==> src/rtl/countone_pkg.sv <==
// countone_pkg: shared widths and a saturating add for the countone operand stage.
package countone_pkg;
  localparam int DATA_WIDTH_DEF = 32;
  localparam int CNT_WIDTH_DEF = 16;
  localparam int WCNT_WIDTH_DEF = $clog2(DATA_WIDTH_DEF + 1);
  // Result is {overflow, clamped sum}; w is the target width (1..32).
  function automatic logic [32:0] sat_add(input logic [31:0] a, input logic [31:0] b, input int unsigned w);
    logic [32:0] s;
    logic [31:0] mx;
    s = {1'b0, a} + {1'b0, b};
    mx = 32'hFFFF_FFFF >> (32 - w);
    return (s > {1'b0, mx}) ? {1'b1, mx} : s;
  endfunction
endpackage

==> src/rtl/countone_popcnt8.sv <==
// countone_popcnt8: combinational popcount of one byte.
module countone_popcnt8 (
  input  logic [7:0] d,
  output logic [3:0] cnt
);
  always_comb begin
    cnt = '0;
    for (int i = 0; i < 8; i++) cnt = cnt + {3'b000, d[i]};
  end
endmodule

==> src/rtl/countone_popcnt_acc.sv <==
// countone_popcnt_acc: per-frame saturating set-bit count, 2-stage popcount plus accumulator.
// Optional per-frame beat count output m_beats when COUNTONE_BEAT_CNT_EN is defined.
module countone_popcnt_acc
  import countone_pkg::*;
#(
  parameter int DATA_WIDTH = DATA_WIDTH_DEF,
  parameter int CNT_WIDTH = CNT_WIDTH_DEF
) (
  input  logic                  clk,
  input  logic                  reset_n,
  input  logic                  s_valid,
  output logic                  s_ready,
  input  logic [DATA_WIDTH-1:0] s_data,
  input  logic                  s_last,
  output logic                  m_valid,
  input  logic                  m_ready,
  output logic [CNT_WIDTH-1:0]  m_count,
  output logic                  m_sat
`ifdef COUNTONE_BEAT_CNT_EN
  , output logic [CNT_WIDTH-1:0] m_beats
`endif
);
  localparam int NB = DATA_WIDTH / 8;
  localparam int WW = $clog2(DATA_WIDTH + 1);
  logic [NB-1:0][3:0] bc_d, bc1_d, bc1_q;
  logic v1_d, v1_q, l1_d, l1_q, v2_d, v2_q, l2_d, l2_q;
  logic [WW-1:0] wcnt_d, wcnt_q;
  logic [CNT_WIDTH-1:0] acc_d, acc_q, m_count_d, m_count_q, sum_c;
  logic sat_d, sat_q, m_valid_d, m_valid_q, m_sat_d, m_sat_q, ovf, adv, fire, done;
  logic [32:0] acc_r;
  for (genvar g = 0; g < NB; g++) begin : g_byte
    countone_popcnt8 u_pc (.d(s_data[8*g +: 8]), .cnt(bc_d[g]));
  end
  // A held output freezes the whole pipeline, like a clock-enable stall.
  assign adv = !(m_valid_q && !m_ready);
  assign s_ready = adv;
  assign fire = adv && v2_q;
  assign done = fire && l2_q;
  always_comb begin
    bc1_d = adv ? bc_d : bc1_q;
    v1_d = adv ? s_valid : v1_q;
    l1_d = adv ? s_last : l1_q;
    wcnt_d = '0;
    for (int i = 0; i < NB; i++) wcnt_d = wcnt_d + WW'(bc1_q[i]);
    wcnt_d = adv ? wcnt_d : wcnt_q;
    v2_d = adv ? v1_q : v2_q;
    l2_d = adv ? l1_q : l2_q;
    acc_r = sat_add(32'(acc_q), 32'(wcnt_q), CNT_WIDTH);
    sum_c = CNT_WIDTH'(acc_r);
    ovf = acc_r[32];
    acc_d = fire ? (l2_q ? '0 : sum_c) : acc_q;
    sat_d = fire ? (!l2_q && (sat_q || ovf)) : sat_q;
    m_valid_d = done || (m_valid_q && !m_ready);
    m_count_d = done ? sum_c : m_count_q;
    m_sat_d = done ? (sat_q || ovf) : m_sat_q;
  end
  always_ff @(posedge clk or negedge reset_n) begin
    if (!reset_n) begin
      bc1_q <= '0;
      v1_q <= 1'b0;
      l1_q <= 1'b0;
      wcnt_q <= '0;
      v2_q <= 1'b0;
      l2_q <= 1'b0;
      acc_q <= '0;
      sat_q <= 1'b0;
      m_valid_q <= 1'b0;
      m_count_q <= '0;
      m_sat_q <= 1'b0;
    end else begin
      bc1_q <= bc1_d;
      v1_q <= v1_d;
      l1_q <= l1_d;
      wcnt_q <= wcnt_d;
      v2_q <= v2_d;
      l2_q <= l2_d;
      acc_q <= acc_d;
      sat_q <= sat_d;
      m_valid_q <= m_valid_d;
      m_count_q <= m_count_d;
      m_sat_q <= m_sat_d;
    end
  end
  assign m_valid = m_valid_q;
  assign m_count = m_count_q;
  assign m_sat = m_sat_q;
`ifdef COUNTONE_BEAT_CNT_EN
  logic [CNT_WIDTH-1:0] bacc_d, bacc_q, m_beats_d, m_beats_q, bsum_c;
  logic [32:0] bacc_r;
  always_comb begin
    bacc_r = sat_add(32'(bacc_q), 32'd1, CNT_WIDTH);
    bsum_c = CNT_WIDTH'(bacc_r);
    bacc_d = fire ? (l2_q ? '0 : bsum_c) : bacc_q;
    m_beats_d = done ? bsum_c : m_beats_q;
  end
  always_ff @(posedge clk or negedge reset_n) begin
    if (!reset_n) begin
      bacc_q <= '0;
      m_beats_q <= '0;
    end else begin
      bacc_q <= bacc_d;
      m_beats_q <= m_beats_d;
    end
  end
  assign m_beats = m_beats_q;
`endif
endmodule

==> config.mk <==
export PLATFORM = sky130hd
export DESIGN_NAME = countone_popcnt_acc
export DESIGN_NICKNAME = d
export VERILOG_FILES = /design/src/rtl/countone_pkg.sv /design/src/rtl/countone_popcnt8.sv /design/src/rtl/countone_popcnt_acc.sv
export SDC_FILE = /design/constraint.sdc
export NUM_CORES = 1
export LEC_CHECK = 0
export CORE_UTILIZATION = 55
export CTS_CLUSTER_SIZE = 20
export DETAILED_ROUTE_END_ITERATION = 16
export GPL_TIMING_DRIVEN = 0
export PLACE_DENSITY_LB_ADDON = 0.25
export SLEW_MARGIN = 20
export SYNTH_ARGS = -nofsm -noshare
export SYNTH_HDL_FRONTEND = slang
export SYNTH_SLANG_ARGS = --single-unit
==> constraint.sdc <==
create_clock -name clk -period 2.8 [get_ports clk]
set_input_delay 0.28 -clock clk [delete_from_list [all_inputs] [get_ports clk]]
set_output_delay 0.28 -clock clk [all_outputs]
set_load 0.02 [all_outputs]
==> Word-level counts from Yosys, hierarchy flattened <==
Cells that the tools add are included.
{ "op_classes": {"addsub": 32, "n_mul": 0, "div_mod_pow": 0, "order_cmp": 1, "n_eq_ne": 0, "n_shift": 0, "muxes": 2, "n_bitwise": 0, "n_reduce_logical": 9} }
{ "op_table": {"columns": ["operator", "n"], "rows": [
  ["$add A4 B1 Y4", 24],
  ["$mux W33", 1],
  ["$add A16 B6 Y17", 1],
  ["$gt A17 B16 Y1 const B", 1],
  ["$mux W16", 1],
  ["$add A1 B1 Y2", 4],
  ["$add A5 B4 Y6", 1],
  ["$add A6 B4 Y6", 1],
  ["$add A4 B4 Y5", 1],
  ["$logic_and A1 B1 Y1", 4],
  ["$logic_not A1 Y1", 3],
  ["$logic_or A1 B1 Y1", 2]
]} }
{ "totals": {"ff_bits": 61, "latchBits": 0, "ramBits": 0, "rom_bits": 0, "n_memories": 0} }

==> Longest topological paths before layout <==
Gate-level depths: netlist of the first run.
{ "logic_depth": {"word_depth": 7, "depth_mapped": 10} }

==> Modules after synthesis <==
Synthesis of the first run repeated with hierarchy kept, for this count alone.
{ "unflattened": {"hier_cells": 435, "area_unflattened_um2": 4081.4} }
{ "by_module_without_submodules": {"columns": ["module", "instances", "cells_each", "area_per_inst_um2", "seq_area_each_um2"], "rows": [
  ["countone_popcnt_acc", 1, 339, 3320.7, 1526.5],
  ["countone_popcnt8", 4, 24, 190.2, 0.0]
]} }

==> Least setup slack after synthesis of the first run <==
OpenSTA, ideal clock, no wires.
{ "synth_path": {"kind": "in2reg", "from": "in s_data[8]", "to": "reg bc1_q[5] (netlist name)", "setup_ns": 0.080, "t_arrival_ns": 2.490, "required_ns": 2.720, "slack_ns": 0.230, "path_stages": 9, "path_buffers": 0, "cell_sequence": "ha_1 > inv_1 > fa_1 > fa_1 > inv_1 > fa_1 > inv_1 > fa_1 > a21oi_1"} }
{ "synth_via": {"elab_chain_cells": 7} }
{ "synth_rtl": {"columns": ["item", "line_no", "source"], "rows": [
  ["start: declaration", "countone_popcnt_acc.sv:13", "input logic [DATA_WIDTH-1:0] s_data,"],
  ["$add A1 B1 Y2", "countone_popcnt8.sv:8", "for (int i = 0; i < 8; i++) cnt = cnt + {3'b000, d[i]};"],
  ["$add A4 B1 Y4 (6 in a row)", "countone_popcnt8.sv:8", null],
  ["end signal: assignment", "countone_popcnt_acc.sv:59", "bc1_q <= '0;"],
  ["end signal: assignment", "countone_popcnt_acc.sv:71", "bc1_q <= bc1_d;"],
  ["end: declaration", "countone_popcnt_acc.sv:25", "logic [NB-1:0][3:0] bc_d, bc1_d, bc1_q;"]
]} }
Every way passes these cells.
A chain may end at the register's enable or synchronous reset.

==> Final worst setup path of the first run <==
{ "layout_path": {"from": "in s_data[16]", "to": "reg bc1_q[10] (netlist name)"} }
The elaborated chain is that of the path after synthesis.

==> summary.txt, run 1 <==
Timing
  – Clock Skew: 7.97 ps
  – Final min period: 2700 ps
  – Hold slack: 425 ps
  – Peak Freq: 0.370 GHz
  – Max-slew violations: 0
  – Period utilisation layout: 0.966
  – Worst slew pin tran: 712 ps
  – Setup violators final: 0
  – Post-route setup TNS: 0 ps
  – Slew margin rel.: 0.522
  – PnR worst setup slack: 96.2 ps
  – Final hold viol count: 0

Drt
  – First-pass DRT Iterations: 5
  – Vias per cell: 5.38
  – Initial DRC count: 103
  – Routed WL: 7.84 mm
  – Total number of vias: 2946
  – Routed length per instance: 14.3 µm
  – DRT antenna net count: 0
  – Remaining DRCs: 0

Clock tree
  – Clock-pin transition on the worst setup and hold timing paths: 60 ps
  – CTS root buf: clkbuf_8
  – Inserted Clock Buffers: 9
  – Clock latency on the worst-skew pair: 340 ps
  – CTS sink count: 61
  – H-Tree Depth: 3
  – TritonCTS clock tree: built
  – CTS Buffer Depth: 2

Synth
  – Sequential fraction of the synthesis area: 0.401
  – Syn avg cell area: 9.51 µm²
  – Post-synth EDFFs: 0
  – Syn Std Cell Area: 3800 µm²
  – Ys Warns: 0
  – Synth unique cells: 43
  – Post-Syn Instances: 400
  – Top_reg_cell synth: dfrtp_1
  – FF+latch count, synth: 61
  – Mapped Nets: 485
  – Ys async rst share: 1.00

Power
  – PD cells: 1000 nW/µm²
  – Leak: 0.00223 µW
  – Total power: 4690 µW
  – Peak supply drop: 472 µV

Critical path
  – CP max stage delay: 500 ps
  – CP Max Fanout: 2
  – Setup crit end kind: flip-flop
  – CP bufs+invs: 4
  – Worst path cell trace: clkdlybuf4s50_1 -> ha_1 -> inv_1 -> fa_1 -> fa_1 -> inv_1 -> fa_2 -> inv_1 -> fa_1 -> xor2_1 -> a21oi_1
  – Worst EP required: 3000 ps
  – CP max-delay cell: fa_1
  – Family with the most delay on the worst path: adder cells
  – Critical path arrival: 2900 ps
  – Crit path launch type: primary input
  – Critical path type: in2reg

Job
  – Max Cap Viol: 0

Layout
  – Most common cell after layout, fill and taps aside: dfrtp_1
  – Layout cells sized above 1: 0.0934
  – Antenna cell count: 0
  – Final #Nets: 553
  – Finished Core Util: 0.722
  – Most frequent cells in the layout: dfrtp_1 (61), nand2_1 (59), clkdlybuf4s50_1 (54)
  – Layout area overhead: 23.3%

Floorplanning
  – DIE WIDTH: 85.2 µm
  – I/O pins: 56
  – Height of the chip: 85.2 µm
  – Die area: 7250 µm²
  – Core Rows: 29
  – Core box area: 6490 µm²
  – Initial cell density of the core: 0.586

Global route
  – All-Layer GR Usage: 0.242
  – Initial antenna violation count: 0
  – Largest net degree at the start of global routing: 33
  – Vias in the first global route: 2996
  – Gr ovfl total: 0
  – First-pass GRT wire length: 13.5 mm

Hold path
  – HP Class: in2async

Place
  – DP Worst Slack: -312 ps
  – Placer Congestion: 0.885
  – I/O Buffers: 55
  – DPL Wire Length: 5.88 mm

Run status
  – Status: finished clean
## metal layers
metal | vias up | wire length [µm] | GRT usage
li1 | 1459 | - | -
met4 | 0 | 172 | 0.0940
met3 | 16 | 410 | 0.0554
met2 | 81 | 3840 | 0.403
met1 | 1390 | 3420 | 0.309
met5 | - | 0 | 0
## state kept, by name, summed over array words and instances, names as in the netlist
| name | flops |
|---|---|
| m_valid | 1 |
| sat_q | 1 |
| m_sat | 1 |
| bc1_q | 16 |
| l2_q | 1 |
| wcnt_q | 6 |
| acc_q | 16 |
| v2_q | 1 |
| l1_q | 1 |
| m_count | 16 |
| v1_q | 1 |
## metrics by stage
stage | area (µm²) | instances
2_1_floorplan | 3800 | 400
4_1_cts | 4670 | 548
5_1_grt | 4690 | 548
3_5_place_dp | 4470 | 533
6_report | 4690 | 548
3_3_place_gp | 4450 | 532
## cells in the mapped netlist, types with 2 or more instances
| master | n | area (µm²) |
|---|---|---|
| buf_2 | 8 | 40.0 |
| o21ai_1 | 2 | 10.0 |
| fa_1 | 25 | 500 |
| xnor2_1 | 6 | 52.6 |
| nand2_1 | 59 | 221 |
| a311oi_1 | 2 | 17.5 |
| or3_1 | 3 | 18.8 |
| and2_1 | 3 | 18.8 |
| a31o_2 | 4 | 35.0 |
| a41oi_1 | 2 | 17.5 |
| xor2_1 | 9 | 78.8 |
| o31ai_1 | 3 | 22.5 |
| a21o_1 | 3 | 22.5 |
| a21oi_2 | 2 | 17.5 |
| clkbuf_1 | 10 | 37.5 |
| nor3_1 | 4 | 20.0 |
| o21ai_0 | 24 | 120 |
| inv_1 | 48 | 180 |
| a31oi_1 | 6 | 37.5 |
| o21a_1 | 2 | 15.0 |
| dfrtp_1 | 61 | 1530 |
| a21oi_1 | 37 | 185 |
| nor2b_1 | 3 | 18.8 |
| a211oi_1 | 2 | 15.0 |
| nor2_1 | 29 | 109 |
| nand3_1 | 4 | 20.0 |
| ha_1 | 23 | 288 |
## worst paths after layout
path,start,endpoint,slack [ps],cells past startpoint
setup / recovery,s_data[16],bc1_q[10],100,11
hold / removal,reset_n,m_count[3],430,2
setup reg to reg,bc1_q[1],wcnt_q[5],250,8
hold reg to reg,m_sat,m_sat,460,2
max in group asynchronous,reset_n,m_count[7],1870,3
min in group clk,m_sat,m_sat,460,2
## cell type report
cell class	count	area [µm²]
buffer	17	73.8
clock buffer	13	179
clock inverter	1	5.00
fill	483	1800
inverter	48	184
multi-input combinational	273	2040
sequential	61	1530
tap	77	96.3
timing repair buffer	58	586
## repair_timing
action                                 4_1_cts  5_1_grt
setup endpoints to repair                    1        6
endpoints found under the hold margin       31        0
gates cloned                                 0        0
hold buffers                                 1        0
pin swaps                                    0        1
resized for setup                            1        7
buffers inserted                             1        0
## cell families (layout without fill, tap and decap cells)
family          count (synthesis)  in the layout  share of synthesized area
simple gates                  112            112                      0.129
compound gates                 98             98                      0.161
buf+inv                        66            137                     0.0677
flops                          61             61                      0.401
fa+ha+maj                      48             48                      0.207
xor+xnor                       15             15                     0.0345
## where the power goes
group	internal (µW)	switching, µW	total (µW)
logic	1140	1420	2560
clock network	407	322	729
registers	1200	203	1400
total	2740	1950	4690
No activity file was read; power rests on OpenSTA's default activity.
==> run 2: changes to the inputs <==
- SETUP_SLACK_MARGIN: not set -> 0.05
==> summary.txt, run 2 (same netlist as run 1, synthesis figures left out) <==
Run status
  – Status: finished clean

Critical path
  – Worst path cell trace: clkdlybuf4s50_1 -> ha_1 -> inv_1 -> fa_1 -> fa_1 -> inv_1 -> fa_2 -> inv_1 -> fa_1 -> xor2_1 -> a21oi_1
  – Family with the most delay on the worst path: adder cells
  – CP max-delay cell: fa_1
  – Critical path arrival: 2920 ps
  – CP bufs+invs: 4
  – Launch point of the worst path: s_data[16]
  – CP max stage delay: 500 ps
  – Critical path type: in2reg
  – R2r setup slk: 270 ps
  – Setup crit end kind: flip-flop
  – CP Max Fanout: 2
  – R2R Path Start: bc1_q[1]
  – Crit path launch type: primary input
  – Worst EP required: 3000 ps

Clock tree
  – TritonCTS clock tree: built
  – Clock-pin transition on the worst setup and hold timing paths: 70 ps
  – CTS Buffer Depth: 2
  – CTS root buf: clkbuf_8
  – Inserted Clock Buffers: 9
  – CTS sink count: 61
  – Clock latency on the worst-skew pair: 340 ps
  – H-Tree Depth: 3

Power
  – Leak: 0.00226 µW
  – Total power: 4700 µW
  – PD cells: 998 nW/µm²
  – Peak supply drop: 440 µV

Drt
  – First-pass DRT Iterations: 4
  – Routed WL: 7.80 mm
  – Initial DRC count: 127
  – Remaining DRCs: 0
  – DRT antenna net count: 0
  – Vias per cell: 5.39
  – Routed length per instance: 14.2 µm
  – Total number of vias: 2952

Layout
  – Final Instance Count excl. Fillers: 548
  – Layout cells sized above 1: 0.115
  – Most common cell after layout, fill and taps aside: dfrtp_1
  – Layout area overhead: 23.7%
  – Final #Nets: 553
  – Most frequent cells in the layout: dfrtp_1 (61), nand2_1 (59), clkdlybuf4s50_1 (50)
  – Register area: 1530 µm²
  – Multi-input combinational cell area: 2050 µm²
  – Antenna cell count: 0
  – Fillers: 477

Timing
  – Hold slack: 421 ps
  – Max-slew violations: 0
  – Setup violators final: 0
  – RSZ-0062 raised after global routing: yes
  – Clock Skew: 8.43 ps
  – PnR worst setup slack: 89.5 ps
  – Worst slew pin tran: 729 ps
  – Post-route setup TNS: 0 ps
  – Final min period: 2710 ps
  – Final hold viol count: 0
  – Peak Freq: 0.369 GHz
  – Slew margin rel.: 0.511
  – Period utilisation layout: 0.968

Floorplanning
  – DIE WIDTH: 85.2 µm
  – Height of the chip: 85.2 µm
  – Initial cell density of the core: 0.586
  – Core Rows: 29
  – Core box area: 6490 µm²
  – Die area: 7250 µm²
  – I/O pins: 56

Place
  – Placer Congestion: 0.885
  – DP Worst Slack: -312 ps
  – DPL Wire Length: 5.88 mm
  – Placed Cells: 533
  – I/O Buffers: 55

Global route
  – Largest net degree at the start of global routing: 33
  – Gr ovfl total: 0
  – First-pass GRT wire length: 13.4 mm
  – Initial antenna violation count: 0
  – Vias in the first global route: 2957
  – All-Layer GR Usage: 0.239

Job
  – Max Cap Viol: 0

Hold path
  – HP Class: in2async
-- run 2: report_power, final --
group          internal [µW]  total (µW)  switching (µW)  leakage [µW]
registers               1200        1400             200      0.000772
logic                   1140        2570            1420       0.00139
clock network            407         732             325     0.0000974
total                   2750        4700            1950       0.00226
-- run 2: routing by layer --
layer	GRT usage	vias to the layer above	part of all wire
li1	-	1456	-
met1	0.308	1393	0.45
met2	0.394	85	0.49
met3	0.0554	18	0.043
met4	0.0940	0	0.022
met5	0	-	0
-- run 2: what timing repair did --
item | CTS | global route
setup endpoints to repair | 3 | 8
buffers inserted | 0 | 1
resized for setup | 3 | 19
hold buffers | 1 | 0
pin swaps | 0 | 14
hold endpoints to repair | 31 | 0
-- run 2: path summary, 6_finish.rpt --
path / endpoint / cells after the start
min in group clk: m_sat / 2
max in group asynchronous: m_count[11] / 3
min: m_count[3] / 2
max reg2reg: wcnt_q[5] / 8
min reg2reg: m_sat / 2
max: bc1_q[10] / 11
-- run 2: through the flow --
stage	utilization	area (µm²)
after floorplan	-	3800
after global placement	0.685	4450
after detailed placement	0.688	4470
after CTS	0.718	4670
after global routing	0.725	4710
final	0.725	4710
-- run 2: area by class of cell --
cell class	instances	area share
clock buffers	13	0.0380
inverters	48	0.0383
clock inverters	1	0.00106
plain buffers	17	0.0159
well taps	77	0.0205
repair buffers	58	0.126
flip-flops and latches	61	0.324
multi-input cells	273	0.436
==> run 3: changes to the inputs <==
- clock period: 2.8 -> 3.02 ns (I/O delays scaled with it)
==> summary.txt, run 3 (same netlist as run 1, synthesis figures left out) <==
Critical path
  – Crit path launch type: primary input
  – Worst EP required: 3290 ps
  – R2r setup slk: 490 ps
  – Critical path arrival: 3030 ps
  – Critical path type: in2reg
  – Setup crit end kind: flip-flop
  – CP Max Fanout: 2

Place
  – DPL Wire Length: 5.88 mm
  – DP Worst Slack: -114 ps
  – Placer Congestion: 0.885
  – Placed Cells: 533
  – I/O Buffers: 55

Drt
  – Total number of vias: 2932
  – Routed WL: 7.63 mm
  – Initial DRC count: 110
  – DRT antenna net count: 0
  – Vias per cell: 5.36
  – Routed length per instance: 13.9 µm
  – Remaining DRCs: 0
  – First-pass DRT Iterations: 4

Global route
  – First-pass GRT wire length: 13.5 mm
  – Largest net degree at the start of global routing: 33
  – All-Layer GR Usage: 0.241
  – Gr ovfl total: 0
  – Initial antenna violation count: 0
  – Vias in the first global route: 2985

Floorplanning
  – Core box area: 6490 µm²
  – Height of the chip: 85.2 µm
  – Initial cell density of the core: 0.586
  – Core Rows: 29
  – Die area: 7250 µm²
  – DIE WIDTH: 85.2 µm
  – I/O pins: 56

Timing
  – Worst slew pin tran: 729 ps
  – Slew margin rel.: 0.510
  – Max-slew violations: 0
  – Hold slack: 445 ps
  – Post-route setup TNS: 0 ps
  – Peak Freq: 0.362 GHz
  – Setup violators final: 0
  – Clock Skew: 7.38 ps
  – RSZ-0062 raised after global routing: no
  – Final min period: 2760 ps
  – Period utilisation layout: 0.915
  – Final hold viol count: 0
  – PnR worst setup slack: 256 ps

Layout
  – Layout cells sized above 1: 0.0766
  – Final Instance Count excl. Fillers: 547
  – Multi-input combinational cell area: 2020 µm²
  – Final #Nets: 552
  – Fillers: 486
  – Most common cell after layout, fill and taps aside: dfrtp_1
  – Register area: 1530 µm²
  – Layout area overhead: 22.5%
  – Antenna cell count: 0
  – Most frequent cells in the layout: dfrtp_1 (61), nand2_1 (59), clkdlybuf4s50_1 (54)

Power
  – Leak: 0.00223 µW
  – PD cells: 924 nW/µm²
  – Peak supply drop: 404 µV
  – Total power: 4300 µW

Hold path
  – HP Class: in2async

Clock tree
  – TritonCTS clock tree: built
  – H-Tree Depth: 3
  – CTS root buf: clkbuf_8
  – Inserted Clock Buffers: 9
  – CTS Buffer Depth: 2
  – Clock latency on the worst-skew pair: 340 ps
  – Clock-pin transition on the worst setup and hold timing paths: 70 ps
  – Number of setup buffers added after CTS: 0
  – CTS sink count: 61

Run status
  – Status: finished clean

Job
  – Max Cap Viol: 0
==> run 3: changes by cell type in the layout (fill, tap and decap cells not counted), moves of 6 or more <==
cell and change:
fa_1 +6, fa_2 -6, inv_1 +7, inv_2 -7
==> run 3: path summary, 6_finish.rpt <==
check / endpoint / start / cells after the start
min in group clk: m_sat / m_sat / 2
min reg2reg: m_sat / m_sat / 2
min: m_count[3] / reset_n / 2
max reg2reg: wcnt_q[5] / bc1_q[1] / 8
max in group asynchronous: m_count[11] / reset_n / 3
max: bc1_q[1] / s_data[0] / 10
==> run 3: stage by stage <==
step | util | cell area, µm²
detailed placement | 0.688 | 4470
CTS | 0.718 | 4660
floorplan | - | 3800
global route | 0.718 | 4660
finish | 0.718 | 4660
global placement | 0.685 | 4450
==> run 3: where the power goes <==
part,internal [µW],total (µW),leakage (µW),switching [µW]
clock,377,674,0.0000974,297
sequential,1110,1300,0.000772,186
combinational,1040,2330,0.00136,1300
total,2530,4300,0.00223,1780
==> run 3: cell type report <==
class,instances,share of cell area
Buffer,17,0.0161
Clock buffer,13,0.0384
Clock inverter,1,0.00107
Inverter,48,0.0387
Multi-Input combinational cell,273,0.434
Sequential cell,61,0.328
Tap cell,77,0.0207
Timing Repair Buffer,57,0.124
==> run 3: timing repair <==
item                                   in CTS  in global routing
gates resized for setup                     1                  0
setup endpoints to repair                   1                  1
hold buffers                                1                  0
endpoints found under the hold margin      31                  0
==> run 3: metal layers <==
| metal | part of all wire | up-vias | GRT usage | wire length [µm] |
|---|---|---|---|---|
| met5 | 0 | - | 0 | 0 |
| met4 | 0.019 | 0 | 0.0940 | 145 |
| met3 | 0.053 | 14 | 0.0554 | 402 |
| met2 | 0.49 | 88 | 0.400 | 3730 |
| met1 | 0.44 | 1372 | 0.309 | 3360 |
| li1 | - | 1458 | - | - |
==> run 3: critical path: stages <==
cell	delay (ps)
clkdlybuf4s50_1	400
ha_1	290
inv_1	70
fa_1	420
fa_1	490
inv_1	50
fa_1	390
inv_1	80
fa_1	410
a21oi_1	130
